===== config.mk =====
export PLATFORM = sky130hd
export DESIGN_NAME = stopwatch_lap_timer_flat
export DESIGN_NICKNAME = d
export VERILOG_FILES = /design/src/rtl/stopwatch_pkg.sv /design/src/rtl/stopwatch_lap_timer_if.sv /design/src/rtl/lap_fifo.sv /design/src/rtl/stopwatch_lap_timer.sv /design/src/flat_wrapper.sv
export SDC_FILE = /design/constraint.sdc
export NUM_CORES = 1
export LEC_CHECK = 0
export BUFFER_PORTS_ARGS = -buffer_cell sky130_fd_sc_hd__buf_2
export CORE_MARGIN = 1.5
export CORE_UTILIZATION = 40
export CTS_BUF_LIST = sky130_fd_sc_hd__clkbuf_2
export CTS_CLUSTER_DIAMETER = 120
export DETAILED_ROUTE_END_ITERATION = 10
export GPL_ROUTABILITY_DRIVEN = 0
export SETUP_SLACK_MARGIN = 0.1
export SKIP_LAST_GASP = 1
export SLEW_MARGIN = 5
export SYNTH_ARGS = -nofsm -noshare
export SYNTH_HDL_FRONTEND = slang
export SYNTH_SLANG_ARGS = --single-unit

===== constraint.sdc =====
create_clock -name clk -period 2.9 [get_ports clk]
set_clock_uncertainty 0.15 [all_clocks]
set_input_delay 0.58 -clock clk [delete_from_list [all_inputs] [get_ports clk]]
set_output_delay 0.58 -clock clk [all_outputs]
set_load 0.05 [all_outputs]

===== src/rtl/stopwatch_pkg.sv =====
// Shared types and default constants for the stopwatch / lap timer.
package stopwatch_pkg;

   typedef enum logic {
      CNT_UP   = 1'b0,
      CNT_DOWN = 1'b1
   } cnt_mode_e;

   localparam int DEFAULT_MAX      = 99;
   localparam int DEFAULT_PRESCALE = 1;

endpackage


===== src/rtl/stopwatch_lap_timer_if.sv =====
// Control / status bundle between the UI logic (master) and the timer (slave).
interface stopwatch_lap_timer_if #(
   parameter int DATA_WIDTH = 16
);
   logic                  clear;
   logic                  start;
   logic                  stop;
   logic                  mode_down;
   logic                  load;
   logic [DATA_WIDTH-1:0] load_value;
   logic                  lap;
   logic                  lap_rd;
   logic [DATA_WIDTH-1:0] count;
   logic                  running;
   logic                  wrap;
   logic [DATA_WIDTH-1:0] lap_data;
   logic                  lap_valid;
   logic                  lap_full;
   logic                  lap_ovf;

   modport master (
      output clear, start, stop, mode_down, load, load_value, lap, lap_rd,
      input  count, running, wrap, lap_data, lap_valid, lap_full, lap_ovf
   );

   modport slave (
      input  clear, start, stop, mode_down, load, load_value, lap, lap_rd,
      output count, running, wrap, lap_data, lap_valid, lap_full, lap_ovf
   );
endinterface


===== src/rtl/lap_fifo.sv =====
// Show-ahead FIFO for captured lap values; push while full succeeds only
// when a pop frees a slot on the same edge.
module lap_fifo #(
   parameter int WIDTH = 16,
   parameter int DEPTH = 4
) (
   input  logic             clk,
   input  logic             reset_n,
   input  logic             clear,
   input  logic             push,
   input  logic             pop,
   input  logic [WIDTH-1:0] din,
   output logic [WIDTH-1:0] dout,
   output logic             empty,
   output logic             full
);
   localparam int AW = $clog2(DEPTH);

   logic [WIDTH-1:0] mem [DEPTH];
   logic [AW:0]      wp, rp;
   logic             pop_ok, push_ok;

   // Pointer-derived status; the extra MSB separates full from empty.
   always_comb begin
      empty   = (wp == rp);
      full    = (wp[AW] != rp[AW]) && (wp[AW-1:0] == rp[AW-1:0]);
      pop_ok  = pop && !empty;
      push_ok = push && (!full || pop_ok);
      dout    = empty ? '0 : mem[rp[AW-1:0]];
   end

   // Storage and pointers; clear drops everything including a same-edge push.
   always_ff @(posedge clk or negedge reset_n) begin
      if (!reset_n) begin
         wp <= '0;
         rp <= '0;
         for (int i = 0; i < DEPTH; i++) mem[i] <= '0;
      end else if (clear) begin
         wp <= '0;
         rp <= '0;
      end else begin
         if (push_ok) begin
            mem[wp[AW-1:0]] <= din;
            wp              <= wp + 1'b1;
         end
         if (pop_ok) rp <= rp + 1'b1;
      end
   end
endmodule


===== src/rtl/stopwatch_lap_timer.sv =====
// Prescaled up/down stopwatch with preload, wrap pulse and lap-capture FIFO.
module stopwatch_lap_timer
   import stopwatch_pkg::*;
#(
   parameter int DATA_WIDTH = 16,
   parameter int MAX        = DEFAULT_MAX,
   parameter int PRESCALE   = DEFAULT_PRESCALE,
   parameter int LAP_DEPTH  = 4
) (
   input  logic                 clk,
   input  logic                 reset_n,
   stopwatch_lap_timer_if.slave bus
);
   localparam int                    PW   = (PRESCALE > 1) ? $clog2(PRESCALE) : 1;
   localparam logic [DATA_WIDTH-1:0] MAXV = DATA_WIDTH'(MAX);
   localparam logic [PW-1:0]         PTOP = PW'(PRESCALE - 1);

   logic [DATA_WIDTH-1:0] count_q;
   logic [PW-1:0]         presc, presc_cur;
   logic                  running_q, wrap_q, ovf_q;
   logic                  act, tick, load_ok;
   logic                  fifo_empty, fifo_full;
   cnt_mode_e             mode;

   // Run enable and step strobe; a stopped timer always restarts its phase at 0.
   always_comb begin
      mode      = cnt_mode_e'(bus.mode_down);
      act       = !bus.clear && !bus.stop && (running_q || bus.start);
      presc_cur = running_q ? presc : '0;
      tick      = act && (presc_cur == PTOP);
      load_ok   = bus.load && !running_q && !act;
   end

   // Counter, run flag, prescaler and wrap pulse.
   always_ff @(posedge clk or negedge reset_n) begin
      if (!reset_n) begin
         count_q   <= '0;
         presc     <= '0;
         running_q <= 1'b0;
         wrap_q    <= 1'b0;
      end else begin
         running_q <= act;
         wrap_q    <= 1'b0;
         presc     <= !act ? '0 : (tick ? '0 : presc_cur + 1'b1);
         if (bus.clear) begin
            count_q <= '0;
         end else if (load_ok) begin
            count_q <= (bus.load_value > MAXV) ? MAXV : bus.load_value;
         end else if (tick) begin
            if (mode == CNT_UP) begin
               if (count_q == MAXV) begin
                  count_q <= '0;
                  wrap_q  <= 1'b1;
               end else begin
                  count_q <= count_q + 1'b1;
               end
            end else begin
               if (count_q == '0) begin
                  count_q <= MAXV;
                  wrap_q  <= 1'b1;
               end else begin
                  count_q <= count_q - 1'b1;
               end
            end
         end
      end
   end

   // Sticky overflow: a lap arrived with no room and no same-edge pop.
   always_ff @(posedge clk or negedge reset_n) begin
      if (!reset_n)                                   ovf_q <= 1'b0;
      else if (bus.clear)                             ovf_q <= 1'b0;
      else if (bus.lap && fifo_full && !bus.lap_rd)   ovf_q <= 1'b1;
   end

   lap_fifo #(
      .WIDTH (DATA_WIDTH),
      .DEPTH (LAP_DEPTH)
   ) u_lap_fifo (
      .clk     (clk),
      .reset_n (reset_n),
      .clear   (bus.clear),
      .push    (bus.lap),
      .pop     (bus.lap_rd),
      .din     (count_q),
      .dout    (bus.lap_data),
      .empty   (fifo_empty),
      .full    (fifo_full)
   );

   assign bus.count     = count_q;
   assign bus.running   = running_q;
   assign bus.wrap      = wrap_q;
   assign bus.lap_valid = !fifo_empty;
   assign bus.lap_full  = fifo_full;
   assign bus.lap_ovf   = ovf_q;
endmodule

===== src/flat_wrapper.sv =====
// flat-port wrapper written by rule: the top's interface ports become plain ports
module stopwatch_lap_timer_flat import stopwatch_pkg::*;
#(
   parameter int DATA_WIDTH = 16,
   parameter int MAX        = DEFAULT_MAX,
   parameter int PRESCALE   = DEFAULT_PRESCALE,
   parameter int LAP_DEPTH  = 4
)
  (clk, reset_n, bus_clear, bus_start, bus_stop, bus_mode_down, bus_load, bus_load_value, bus_lap, bus_lap_rd, bus_count, bus_running, bus_wrap, bus_lap_data, bus_lap_valid, bus_lap_full, bus_lap_ovf);
  stopwatch_lap_timer_if #(.DATA_WIDTH(DATA_WIDTH)) bus_i ();
  input  logic clk;
  input  logic reset_n;
  input wire logic [$bits(bus_i.clear)-1:0] bus_clear;
  input wire logic [$bits(bus_i.start)-1:0] bus_start;
  input wire logic [$bits(bus_i.stop)-1:0] bus_stop;
  input wire logic [$bits(bus_i.mode_down)-1:0] bus_mode_down;
  input wire logic [$bits(bus_i.load)-1:0] bus_load;
  input wire logic [$bits(bus_i.load_value)-1:0] bus_load_value;
  input wire logic [$bits(bus_i.lap)-1:0] bus_lap;
  input wire logic [$bits(bus_i.lap_rd)-1:0] bus_lap_rd;
  output wire logic [$bits(bus_i.count)-1:0] bus_count;
  output wire logic [$bits(bus_i.running)-1:0] bus_running;
  output wire logic [$bits(bus_i.wrap)-1:0] bus_wrap;
  output wire logic [$bits(bus_i.lap_data)-1:0] bus_lap_data;
  output wire logic [$bits(bus_i.lap_valid)-1:0] bus_lap_valid;
  output wire logic [$bits(bus_i.lap_full)-1:0] bus_lap_full;
  output wire logic [$bits(bus_i.lap_ovf)-1:0] bus_lap_ovf;
  assign bus_i.clear = bus_clear;
  assign bus_i.start = bus_start;
  assign bus_i.stop = bus_stop;
  assign bus_i.mode_down = bus_mode_down;
  assign bus_i.load = bus_load;
  assign bus_i.load_value = bus_load_value;
  assign bus_i.lap = bus_lap;
  assign bus_i.lap_rd = bus_lap_rd;
  assign bus_count = bus_i.count;
  assign bus_running = bus_i.running;
  assign bus_wrap = bus_i.wrap;
  assign bus_lap_data = bus_i.lap_data;
  assign bus_lap_valid = bus_i.lap_valid;
  assign bus_lap_full = bus_i.lap_full;
  assign bus_lap_ovf = bus_i.lap_ovf;
  stopwatch_lap_timer #(.DATA_WIDTH(DATA_WIDTH), .MAX(MAX), .PRESCALE(PRESCALE), .LAP_DEPTH(LAP_DEPTH)) u_core (.clk(clk), .reset_n(reset_n), .bus(bus_i));
endmodule

==> flow_summary.ini, run 1 <==
[outcome]
status = finished clean

[worst_setup_path]
required_ns = 2.17
r2r_cells = 5
path_class = flip-flop to output pin
reg2reg_slack_ns = 0.35
regToRegEndpoint = u_core.bus.count[13]
cp-end-kind = output pin
crit_arrival_ns = 2.07
r2r_start = u_core.bus.count[7]
start_kind = flip-flop
cp_max_fo = 7

[timing]
min_period_ns = 2.80
max_freq_ghz = 0.357
final-hold-violation-count = 0
tightest_slew_ns = 0.768
slew_headroom_pct = 48.4
rsz0062_at_grt = yes
setup_viol = 0
post-route-period-util_pct = 96.6
maxSlewViolCount = 0

[grt]
grt.overflow.total = 0
antenna_found_initial = 0
grt_pass1_wl_um = 21100
grt_usage_pct = 20.5
grt_max_degree = 35
grt_pass1_vias = 3962

[clocking]
cts-root-buf = clkbuf_2
worstSkewPairLatency_ns = 0.55
clkTransAtPathRegs_ns = 0.27
clock_tree.buffer_depth = 2
cts.sinks = 90
cts_tree = built
htree_levels = 3
cts_buffers = 9

[logic_synthesis]
synth-seq-cells = 90
synth_warnings = 0
synth_top_area_share_pct = 44.9
synthTopCellsByCount = dfrtp_1, mux2_2, mux2_1
postSynth.asyncResetShare_pct = 100
synth-simple-area-share_pct = 15.6
seq_area_frac_synth_pct = 44.9
synth_top_family_by_area = multiplexers
synth_cell_types = 64
yosysMostFrequentCell = dfrtp_1
syn_area_um2 = 5020
syn_avg_cell_area_um2 = 11.6
syn-num-nets = 465
synthAdderAreaFrac_pct = 1.75
synth_mux_area_share_pct = 22.5
synthCells = 433
synth_xor_area_share_pct = 1.22
synth_area_leader_cell = dfrtp_1
synth_edf_count = 0
synth-compound-area-share_pct = 9.73
synth_ff_type = dfrtp_1
synthTopCellsByArea = dfrtp_1, mux2_2, mux4_2, mux2_1, and2_1

[final_layout]
num-fill-cells = 1114
nets = 542
final_cells = 683
multiInputGateArea_um2 = 2620
postLayoutCoreUtil_pct = 50.2
layout-area-overhead-vs-synth_pct = 21.2
layout.area.seq_um2 = 2250
drive_gt1_share_pct = 37.9
antenna_cells = 0

[place]
placedCellCount = 654
portBuffers = 61
hpwl_um = 8910

[job]
maxCapViolations = 0

[drt]
drt-total-wl_um = 12700
drt_iter0_drc = 249
drc = 0
firstDrtPassIters = 5
avgViaCountPerCell = 5.70
route.antenna.remaining_nets = 0
routedWlPerCell_um = 18.6
via_count = 3894

[floorplanning]
die_h_um = 115
die_x_um = 115
start_util_pct = 41.4
io_pins = 62
fp.coreArea_um2 = 12100
num_rows = 40
dieArea_um2 = 13200

[power]
p_int_w = 0.00234
pwr-share-seq_pct = 41.7
clkPwrFrac_pct = 14.8
p_sw_w = 0.00150
sw_frac_of_total_pct = 39.1
power_frac_comb_pct = 43.5
p_leak_nw = 2.83
power_density_nw_per_um2 = 631
vdd_drop_max_uv = 235

[worst_hold_path]
hp-class = input pin to flip-flop
hold_depth = 3
min_to = u_core.bus.count[0]
hp-start = bus_load_value[0]
## state kept, by name (all words and copies together), names as in the netlist
| name | cells |
|---|---|
| u_core.presc | 1 |
| u_core.u_lap_fifo.mem | 64 |
| u_core.bus.lap_ovf | 1 |
| u_core.bus.wrap | 1 |
| u_core.u_lap_fifo.rp | 3 |
| u_core.u_lap_fifo.wp | 3 |
| u_core.bus.running | 1 |
| u_core.bus.count | 16 |
## repair_timing
action | CTS | global route
hold buffers | 1 | 1
cloned | 3 | 0
endpoints found under the setup margin | 17 | 17
buffers inserted | 7 | 1
hold endpoints to repair | 32 | 1
pin swaps | 17 | 5
resized for setup | 75 | 4
## per-stage QoR
| step | hold WS, ns | total power (W) | setup slack [ns] | area [µm²] | setup TNS (ns) |
|---|---|---|---|---|---|
| floorplan | 0.134 | 0.00257 | 0.174 | 5020 | 0 |
| detailed placement | 0.320 | 0.00296 | 0.393 | 5580 | 0 |
| global route | 0.127 | 0.00406 | -0.00196 | 6080 | -0.00196 |
| global placement | 0.313 | 0.00293 | 0.373 | 5580 | 0 |
| finish | 0.163 | 0.00384 | 0.0998 | 6080 | 0 |
| CTS | 0.0146 | 0.00383 | 0.0666 | 6040 | 0 |
## cell families after synthesis
kind of cell / Yosys count
AOI/OAI and AO/OA: 64
xor gates and xnor gates: 7
adders and majority gates: 7
buffers and inverters: 49
DFF: 90
muxes: 85
other: 1
and+or+nand+nor: 130
## power groups by stage
stage	combinational [W]	clock [W]	sequential (W)
final	0.00167	0.000569	0.00160
after global routing	0.00178	0.000639	0.00163
after CTS	0.00165	0.000591	0.00160
after detailed placement	0.00134	0	0.00162
after global placement	0.00132	0	0.00161
after floorplan	0.000903	0	0.00167
## metal layers
layer	up-vias	GRT usage (%)	routed length [µm]
met5	-	0	0
met4	0	5.84	138
met3	17	3.32	583
met2	132	34.2	6190
met1	1964	27.8	5800
li1	1781	-	-
## cell type report
type                            instances  area share [%]
Tap cell                              168            3.46
Clock buffer                           11           0.905
Clock inverter                          5           0.617
Inverter                               15           0.926
Timing Repair Buffer                  100            13.9
Sequential cell                        90            37.0
Multi-Input combinational cell        294            43.1
## worst max path at each step
stage,slack (ns),from,to,depth (start not counted)
2_1_floorplan,0.17,u_core.u_lap_fifo.rp[0],bus_lap_data[10],5
3_3_place_gp,0.37,u_core.bus.count[13],u_core.bus.count[13],5
3_5_place_dp,0.39,u_core.bus.count[13],u_core.bus.count[11],5
4_1_cts,0.07,u_core.u_lap_fifo.rp[0],bus_lap_data[12],6
5_1_grt,-0.002,u_core.u_lap_fifo.wp[2],bus_lap_data[4],5
6_report,0.1,u_core.u_lap_fifo.rp[0],bus_lap_data[4],6
## layout by cell type, fill, tap and decap left out, types with 4 or more instances in the layout
cell,synthesis,final
nand3b_1,6,6
buf_6,0,4
dfrtp_1,90,89
clkbuf_2,0,11
mux2i_1,5,5
buf_8,0,16
nor2_1,19,19
or4_1,8,8
nand4_1,5,5
o31ai_1,6,6
and2_4,0,16
nor3_1,12,12
nand3_1,7,7
buf_4,4,30
ha_1,7,7
mux2_2,34,34
mux4_2,16,16
or3_1,7,7
nand2_1,15,15
a221oi_1,4,4
a31oi_1,7,7
o21ai_1,4,4
xor2_1,4,4
mux2_1,30,30
buf_2,8,43
a21oi_1,9,9
inv_1,15,15
nor4_1,5,5
and2_1,20,4
o21ai_0,6,6
## critical path: stages, from the launching register on
cell      delay [ns]
dfrtp_2         0.49
buf_6           0.13
xnor2_4         0.13
nand3b_1        0.24
buf_6           0.23
and2_4          0.16
buf_8           0.14
No activity file was read; power rests on OpenSTA's default activity.
==> run 2, diff against run 1 <==
- CORE_ASPECT_RATIO: not set -> 0.7
==> run 2 against run 1 <==
Core utilization down 2.9 points. Critical endpoint is now bus_lap_data[10]. Die area hardly changed. Critical path depth fell by 2.
==> flow_summary.ini, run 2 (synthesis results as in run 1) <==
[outcome]
status = finished clean

[worst_hold_path]
hp-start = bus_lap
hp-class = input pin to flip-flop
hold_depth = 3

[clocking]
worstSkewPairLatency_ns = 0.56
cts_tree = built
cts-root-buf = clkbuf_2
cts.sinks = 90
clock_tree.buffer_depth = 2
clkTransAtPathRegs_ns = 0.26
htree_levels = 3
cts_buffers = 9

[grt]
grt.overflow.total = 0
grt_usage_pct = 21.0
grt_pass1_vias = 3906
grt_max_degree = 39
grt_use_met2_pct = 28.8
grtUsageMet3_pct = 5.14
busiest_layer = met1
antenna_found_initial = 0
grt_pass1_wl_um = 21400
grt_use_met1_pct = 33.3

[drt]
drt-total-wl_um = 13100
avgViaCountPerCell = 5.82
route.antenna.remaining_nets = 0
routedWlPerCell_um = 19.6
firstDrtPassIters = 5
via_count = 3890
drt_iter0_drc = 274
drc = 0

[worst_setup_path]
r2r_cells = 6
r2r_start = u_core.bus.count[0]
startpoint = u_core.u_lap_fifo.rp[0]
required_ns = 2.17
start_kind = flip-flop
cp_max_fo = 9
max_stage_delay_ns = 0.51
cp_cell_sequence = buf_12 > mux4_2 > and2_1 > clkbuf_4
cp-end-kind = output pin
path_class = flip-flop to output pin
critPathSlowestCell = mux4_2
reg2reg_slack_ns = 0.37
crit_arrival_ns = 2.08

[floorplanning]
num_rows = 34
start_util_pct = 40.7
die_x_um = 137
io_pins = 62
dieArea_um2 = 13200
die_h_um = 96.7
fp.coreArea_um2 = 12300

[timing]
rsz0062_at_grt = yes
slew_headroom_pct = 42.5
tightest_slew_ns = 0.856
final-hold-violation-count = 0
post-route-period-util_pct = 96.9
maxSlewViolCount = 0
min_period_ns = 2.81
max_freq_ghz = 0.356
hold_slack_ns = 0.129
setup_viol = 0

[power]
vdd_drop_max_uv = 289
p_leak_nw = 2.73
power_density_nw_per_um2 = 633
finalPower_w = 0.00370

[job]
maxCapViolations = 0

[final_layout]
final_area_um2 = 5840
antenna_cells = 0
nets = 533
layout_commonest_cell = dfrtp_1
regMostFlops = u_core.u_lap_fifo.mem
layout-area-overhead-vs-synth_pct = 16.4
postLayoutCoreUtil_pct = 47.3
final_cell_mix = dfrtp_1, buf_2, buf_4
drive_gt1_share_pct = 33.6
largest_register_ffs = 64

[place]
postPlaceCellArea_um2 = 5590
portBuffers = 61
hpwl_um = 9330
run 2: changes by cell type in the layout (fill, tap and decap cells not counted), sizes merged:
cell,change
buf,-10
bufinv,+1
clkbuf,-1
clkinv,+1
run 2: per-stage QoR:
stage | instances | setup TNS (ns) | setup slack (ns)
6_report | 668 | 0 | 0.0887
5_1_grt | 668 | -0.146 | -0.0314
4_1_cts | 667 | -0.00241 | -0.00241
3_5_place_dp | 649 | 0 | 0.412
3_3_place_gp | 649 | 0 | 0.444
2_1_floorplan | 433 | 0 | 0.174
run 2: final timing paths:
kind                                        endpoint
setup / recovery                    bus_lap_data[10]
hold / removal                    u_core.bus.lap_ovf
setup reg to reg                 u_core.bus.count[8]
hold reg to reg            u_core.u_lap_fifo.mem[16]
max in group asynchronous  u_core.u_lap_fifo.mem[14]
min in group asynchronous  u_core.u_lap_fifo.mem[59]
run 2: what timing repair did:
item	in CTS	in global routing
endpoints found under the setup margin	17	18
hold endpoints to repair	31	0
pin swaps	0	0
setup buffers	0	1
gates resized for setup	15	14
hold buffers	2	0
run 2: per-layer routing:
metal  share of wire (%)  vias up
met4                0.93        0
met3                 8.3       12
met5                   0        -
met1                  50     1954
li1                    -     1764
met2                  41      160
run 2: cell type report:
type | instances | area (µm²)
Clock buffer | 9 | 45.0
Clock inverter | 7 | 87.6
Fill cell | 1138 | 6500
Inverter | 15 | 56.3
Multi-Input combinational cell | 294 | 2570
Sequential cell | 90 | 2250
Tap cell | 162 | 203
Timing Repair Buffer | 91 | 622
run 2: report_power, final:
group,internal (W),switching (W),total (W),leakage (nW)
combinational,0.000575,0.000805,0.00138,1.43
sequential,0.00145,0.000189,0.00164,1.22
clock,0.000214,0.000468,0.000682,0.0719
total,0.00224,0.00146,0.00370,2.73
run 2: critical path: cells and delay by family, from the launching register on:
family	cells	cell delay (ns)
buf+inv	2	0.36
mux	1	0.51
flops	1	0.48
simple gates	1	0.17
